==> src/rtl/log_mult_dot_accum_pkg.sv <==
// Shared log-multiplier definitions: accumulator FSM states, product width and
// the 32-bit saturation limits.
package log_mult_dot_accum_pkg;

  localparam int unsigned PROD_W = 32;

  localparam logic [PROD_W-1:0] SAT_MAX = 32'h7FFF_FFFF;
  localparam logic [PROD_W-1:0] SAT_MIN = 32'h8000_0000;

  typedef enum logic {
    StAccum,
    StHold
  } state_e;

endpackage

==> src/rtl/log_mult_sat32.sv <==
// Combinational clamp of a wide two's-complement accumulator to 32 bits, flagging
// when the value had to be clamped.
module log_mult_sat32
  import log_mult_dot_accum_pkg::*;
#(
  parameter int unsigned ACC_W = 40
) (
  input  logic [ACC_W-1:0]  i_acc,
  output logic [PROD_W-1:0] o_sum,
  output logic              o_ovf
);

  logic [ACC_W-PROD_W:0] upper;
  logic                  fits;

  // The value fits in 32 bits exactly when every bit from 31 upward equals the sign.
  assign upper = i_acc[ACC_W-1:PROD_W-1];
  assign fits  = (&upper) | ~(|upper);

  always_comb begin
    o_sum = i_acc[PROD_W-1:0];
    o_ovf = 1'b0;
    if (!fits) begin
      o_ovf = 1'b1;
      o_sum = i_acc[ACC_W-1] ? SAT_MIN : SAT_MAX;
    end
  end

endmodule

==> src/rtl/log_mult_dot_accum.sv <==
// Accumulates LEN signed products into a wide accumulator, then presents the
// saturated 32-bit dot product until the downstream accepts it.
module log_mult_dot_accum
  import log_mult_dot_accum_pkg::*;
#(
  parameter int unsigned LEN   = 8,
  parameter int unsigned ACC_W = 40
) (
  input  logic              i_clk,
  input  logic              i_rst_n,
  input  logic              i_clear,
  input  logic              i_valid,
  output logic              o_ready,
  input  logic [PROD_W-1:0] i_prod,
  output logic              o_valid,
  input  logic              i_ready,
  output logic [PROD_W-1:0] o_sum,
  output logic              o_ovf
);

  localparam int unsigned CNT_W = (LEN > 1) ? $clog2(LEN) : 1;
  localparam logic [CNT_W-1:0] LAST = CNT_W'(LEN - 1);

  state_e             state_q;
  logic [ACC_W-1:0]   acc_q;
  logic [CNT_W-1:0]   cnt_q;
  logic [ACC_W-1:0]   acc_next;
  logic [PROD_W-1:0]  sat_sum;
  logic               sat_ovf;

  assign acc_next = acc_q + {{(ACC_W-PROD_W){i_prod[PROD_W-1]}}, i_prod};
  assign o_ready  = (state_q == StAccum);

  log_mult_sat32 #(
    .ACC_W(ACC_W)
  ) u_sat (
    .i_acc(acc_next),
    .o_sum(sat_sum),
    .o_ovf(sat_ovf)
  );

  always_ff @(posedge i_clk) begin
    if (!i_rst_n) begin
      state_q <= StAccum;
      acc_q   <= '0;
      cnt_q   <= '0;
      o_valid <= 1'b0;
      o_sum   <= '0;
      o_ovf   <= 1'b0;
    end else if (i_clear) begin
      state_q <= StAccum;
      acc_q   <= '0;
      cnt_q   <= '0;
      o_valid <= 1'b0;
    end else begin
      unique case (state_q)
        StAccum: begin
          if (i_valid) begin
            if (cnt_q == LAST) begin
              o_sum   <= sat_sum;
              o_ovf   <= sat_ovf;
              o_valid <= 1'b1;
              state_q <= StHold;
              acc_q   <= '0;
              cnt_q   <= '0;
            end else begin
              acc_q <= acc_next;
              cnt_q <= cnt_q + CNT_W'(1);
            end
          end
        end
        StHold: begin
          if (i_ready) begin
            o_valid <= 1'b0;
            state_q <= StAccum;
          end
        end
        default: state_q <= StAccum;
      endcase
    end
  end

endmodule

==> config.mk <==
export PLATFORM = sky130hd
export DESIGN_NAME = log_mult_dot_accum
export DESIGN_NICKNAME = d
export VERILOG_FILES = /design/src/rtl/log_mult_dot_accum_pkg.sv /design/src/rtl/log_mult_sat32.sv /design/src/rtl/log_mult_dot_accum.sv
export SDC_FILE = /design/constraint.sdc
export NUM_CORES = 1
export LEC_CHECK = 0
export BUFFER_PORTS_ARGS = -buffer_cell sky130_fd_sc_hd__buf_2
export CORE_MARGIN = 2
export CORE_UTILIZATION = 45
export CTS_CLUSTER_SIZE = 20
export DETAILED_ROUTE_END_ITERATION = 6
export PLACE_DENSITY = 0.72
export SLEW_MARGIN = 15
export SYNTH_ARGS = -nofsm -noshare
export SYNTH_HDL_FRONTEND = slang
export SYNTH_SLANG_ARGS = --single-unit
==> constraint.sdc <==
create_clock -name i_clk -period 11.5 [get_ports i_clk]
set_input_delay 2.3 -clock i_clk [delete_from_list [all_inputs] [get_ports i_clk]]
set_output_delay 2.3 -clock i_clk [all_outputs]
set_load 0.03 [all_outputs]
==> run summary <==
### Die
* DIE WIDTH: 113 um
* Ports: 72
* Die Y: 113 um
* full die area: 12800 um^2
* placement row count: 39
* core area: 11500 um^2
* initial core utilization: 46.5%

### CTS
* maximum buffer depth of the clock tree: 2
* PostCTS Resize Cnt: 0
* total clock sinks: 78
* CTS tree: built
* quantity of hold-fixing buffers added after cts: 0
* number of buffers inserted during clock tree synthesis: 9
* clk_lat worst skew: 0.34 ns
* deepest level of the CTS H-tree: 3
* buffer cell driving the clock tree root: clkbuf_16
* number of buffers inserted to repair setup after CTS: 0
* Reg clk slew, reported paths: 0.06 ns

### STA
* endpoints failing hold: 0
* endpoints failing setup: 0
* final clock skew: 0.00978 ns
* setup repair after global routing missed its margin: false
* final count of pins violating max slew: 0
* clock period minus worst slack: 6.38 ns
* fraction of the cycle the final worst path needs: 55.5%
* slew at the pin with the worst max-slew slack: 1.09 ns
* max_slew headroom: 27.7%
* post-route setup TNS: 0 ns
* achievable frequency: 0.157 GHz

### Finish
* commonest cells after routing, fill and taps aside: a21oi_1, nand2_1, dfxtp_1, nor2_1, buf_2
* number of non-filler instances in the completed layout: 887
* Total Nets Final: 818
* sequential cell area in the final layout: 1560 um^2
* final instance area: 6070 um^2
* commonest non-fill, non-tap cell in the layout: a21oi_1
* Diodes inserted: 0
* layout cells sized above 1: 16.1%
* P&R area growth vs syn: 13.4%
* area of the multi-input gates: 3620 um^2
* number of fill cells: 1124

### Routing
* vias: 5518
* first-pass detailed-route iteration total: 7
* vias per cell: 6.22
* antenna violation net count after detailed routing: 0
* average wire length per cell after detail routing: 18.2 um
* number of DRC markers in iteration 0: 439
* wirelength, routed: 16.1 mm
* number of remaining DRC errors: 4

### Worst setup path
* setup slack of the worst register-to-register path: 6.88 ns
* Crit path max-delay family: compound AO/OA/AOI/OAI gates
* highest cell delay on the worst timing path: 0.84 ns
* startpoint type of the worst setup path: input port
* Critical Path End Type: flip-flop
* cell repeated most along the worst path: o21ai_0
* number of cells traversed by the worst register-to-register path: 12
* required time of the critical path: 11.77 ns
* Worst path slowest cell: nor4_2
* Critical path destination: o_sum[27]$_SDFFE_PN0P_
* reg2reg end: o_sum[27]$_SDFFE_PN0P_
* Arrival @ worst endpoint: 6.65 ns
* number of logic stages on the critical path including buffering: 13
* start-to-end type of the worst setup path: input port to flip-flop
* launch point of the worst path: i_prod[0]
* R2R Path Start: acc_q[0]$_SDFFE_PP0P_
* critical path peak fanout: 12
* list of cells traversed by the critical path: buf_2 -> ha_1 -> fa_1 -> a211oi_2 -> nor2_1 -> a221oi_4 -> o21ai_0 -> a41o_1 -> a211oi_1 -> nand3_1 -> nor4_2 -> o21ai_0 -> a21oi_1
* CP bufs+invs: 1

### Pwr
* total power density per cell area: 117 nW/um^2
* Gate power share: 21.7%
* internal power: 489 uW
* P_leak: 0.00250 uW
* peak supply drop: 0.0760 mV
* switching fraction of total power: 31.0%
* Switching Power: 220 uW
* part of the total power dissipated in sequential elements: 39.5%
* relative contribution of the clock network to total power: 38.8%

### Synthesis
* share of synthesized registers carrying an async set or reset: 0%
* count of flip-flops with a built-in enable after synthesis: 0
* mux cell area share after synthesis: 0.584%
* post-synthesis share of cell area spent on and, or, nand and nor gates: 18.3%
* Avg Inst Size Synth: 7.80 um^2
* synthesized-area fraction occupied by adder cells: 9.96%
* Cells after Synth: 686
* Synth warnings: 0
* post-synthesis xor/xnor area fraction: 5.54%
* part of the Yosys area used for sequential elements: 29.2%
* compound-cell area share of the yosys netlist: 33.0%
* dominant combinational cell family by area after synthesis: compound AO/OA/AOI/OAI gates
* number of unique standard cell types used by synthesis: 64
* Mapped Nets: 765
* Primary FF master, synth: dfxtp_1
* cell area after synthesis: 5350 um^2
* number of synthesized register bits: 78

### Run
* max capacitance violation total: 0

### Global route
* aggregate global routing overflow: 0
* first-pass GRT wire length: 26.7 mm
* met3 layer usage reported by global route: 3.59%
* global route hottest layer: met2
* number of antenna violations at the first check in global routing: 0
* vias in the first global route: 5355
* GR met2 Demand/Resource: 41.6%
* largest net degree at the start of global routing: 48
* global-route track usage on met1: 35.3%
* total routing usage reported by global routing: 25.7%

### Placement
* quantity of I/O buffers inserted on ports: 71
* dpl cells: 871
* HPWL after detailed placement: 11.8 mm
* Cell Area, Placed: 5780 um^2
* gp weighted congestion: 1.00

### Worst hold path
* worst min-delay path category: flip-flop to flip-flop
* Worst Hold Path Cells: 2

### Run status
* status: finished, violations left
* violations in the final reports: design-rule violations

worst min-delay path, cell delays in order (launching register included):
cell     delay (ns)
dfxtp_1        0.31
nand2_1        0.05
a21oi_1        0.05
layer usage:
layer | vias to the layer above | routed length [um]
li1 | 2660 | -
met1 | 2619 | 7340
met2 | 216 | 7410
met3 | 23 | 1080
met4 | 0 | 298
met5 | - | 0
cell type report:
| class | count | share of cell area, % |
|---|---|---|
| Clock buffer | 11 | 4.16 |
| Clock inverter | 5 | 0.556 |
| Inverter | 11 | 0.680 |
| Multi-Input combinational cell | 564 | 59.6 |
| Sequential cell | 78 | 25.7 |
| Tap cell | 143 | 2.95 |
| Timing Repair Buffer | 75 | 6.35 |
synth_stat cells, types with 2 or more instances:
master     n  area share [%]
a211oi_1   9             1.3
a211oi_2   2            0.47
a21boi_0   3            0.42
a21o_1     7            0.98
a21oi_1   94             8.8
a221oi_1   6            0.98
a221oi_2   9             2.5
a22oi_1   38             5.3
a31oi_1   10             1.2
a41o_1     2            0.37
buf_1      2            0.14
buf_2      7            0.65
clkbuf_1  22             1.5
dfxtp_1   78              29
ha_1      41             9.6
inv_1     10            0.70
mux2i_1    2            0.37
nand2_1   78             5.5
nand2b_1   3            0.35
nand3_1   10            0.94
nand4_1    9             1.1
nand4_2    2            0.47
nor2_1    72             5.0
nor2b_1    4            0.47
nor3_1    15             1.4
nor3_2     2            0.37
nor3b_1    2            0.28
nor4_1     4            0.47
o211ai_1   5            0.70
o21a_1     5            0.70
o21ai_0   59             5.5
o21bai_1   8             1.1
or2_2      2            0.23
or3_1      4            0.47
xnor2_1   19             3.1
xor2_1    13             2.1
power groups by stage:
stage	clock network, uW	logic [uW]	registers (uW)
after floorplan	0	111	285
after global placement	0	148	286
after detailed placement	0	149	286
after CTS	279	151	280
after global routing	291	170	281
final	275	154	280
how the worst min path moves through the flow:
stage                                 from                     end  slack [ns]
floorplan           acc_q[35]$_SDFFE_PP0P_  acc_q[35]$_SDFFE_PP0P_        0.44
global placement      o_valid$_SDFFE_PP0P_    o_valid$_SDFFE_PP0P_        0.44
detailed placement  acc_q[35]$_SDFFE_PP0P_  acc_q[35]$_SDFFE_PP0P_        0.46
CTS                 acc_q[35]$_SDFFE_PP0P_  acc_q[35]$_SDFFE_PP0P_        0.47
global route        acc_q[35]$_SDFFE_PP0P_  acc_q[35]$_SDFFE_PP0P_        0.49
finish              acc_q[35]$_SDFFE_PP0P_  acc_q[35]$_SDFFE_PP0P_        0.46
cells by family after synthesis:
family | Yosys count
AO/OA/AOI/OAI | 270
XOR/XNOR | 33
adder cells (fa/ha/maj) | 42
buffers and inverters | 44
flip-flops | 78
multiplexers | 3
AND/OR/NAND/NOR | 216
sequential cells by signal, summed over array words and instances, names as in the netlist:
register  count
state_q       1
acc_q        40
o_ovf         1
cnt_q         3
o_sum        32
o_valid       1
metrics by stage:
| step | power (uW) | utilization, % | setup slack (ns) | hold slack (ns) |
|---|---|---|---|---|
| after floorplan | 396 | - | 6.10 | 0.436 |
| after global routing | 742 | 52.7 | 4.98 | 0.486 |
| after global placement | 433 | 50.2 | 4.99 | 0.444 |
| final | 709 | 52.7 | 5.12 | 0.464 |
| after detailed placement | 435 | 50.2 | 4.95 | 0.456 |
| after CTS | 710 | 52.7 | 5.30 | 0.466 |
(Power assumes the default switching activity.)
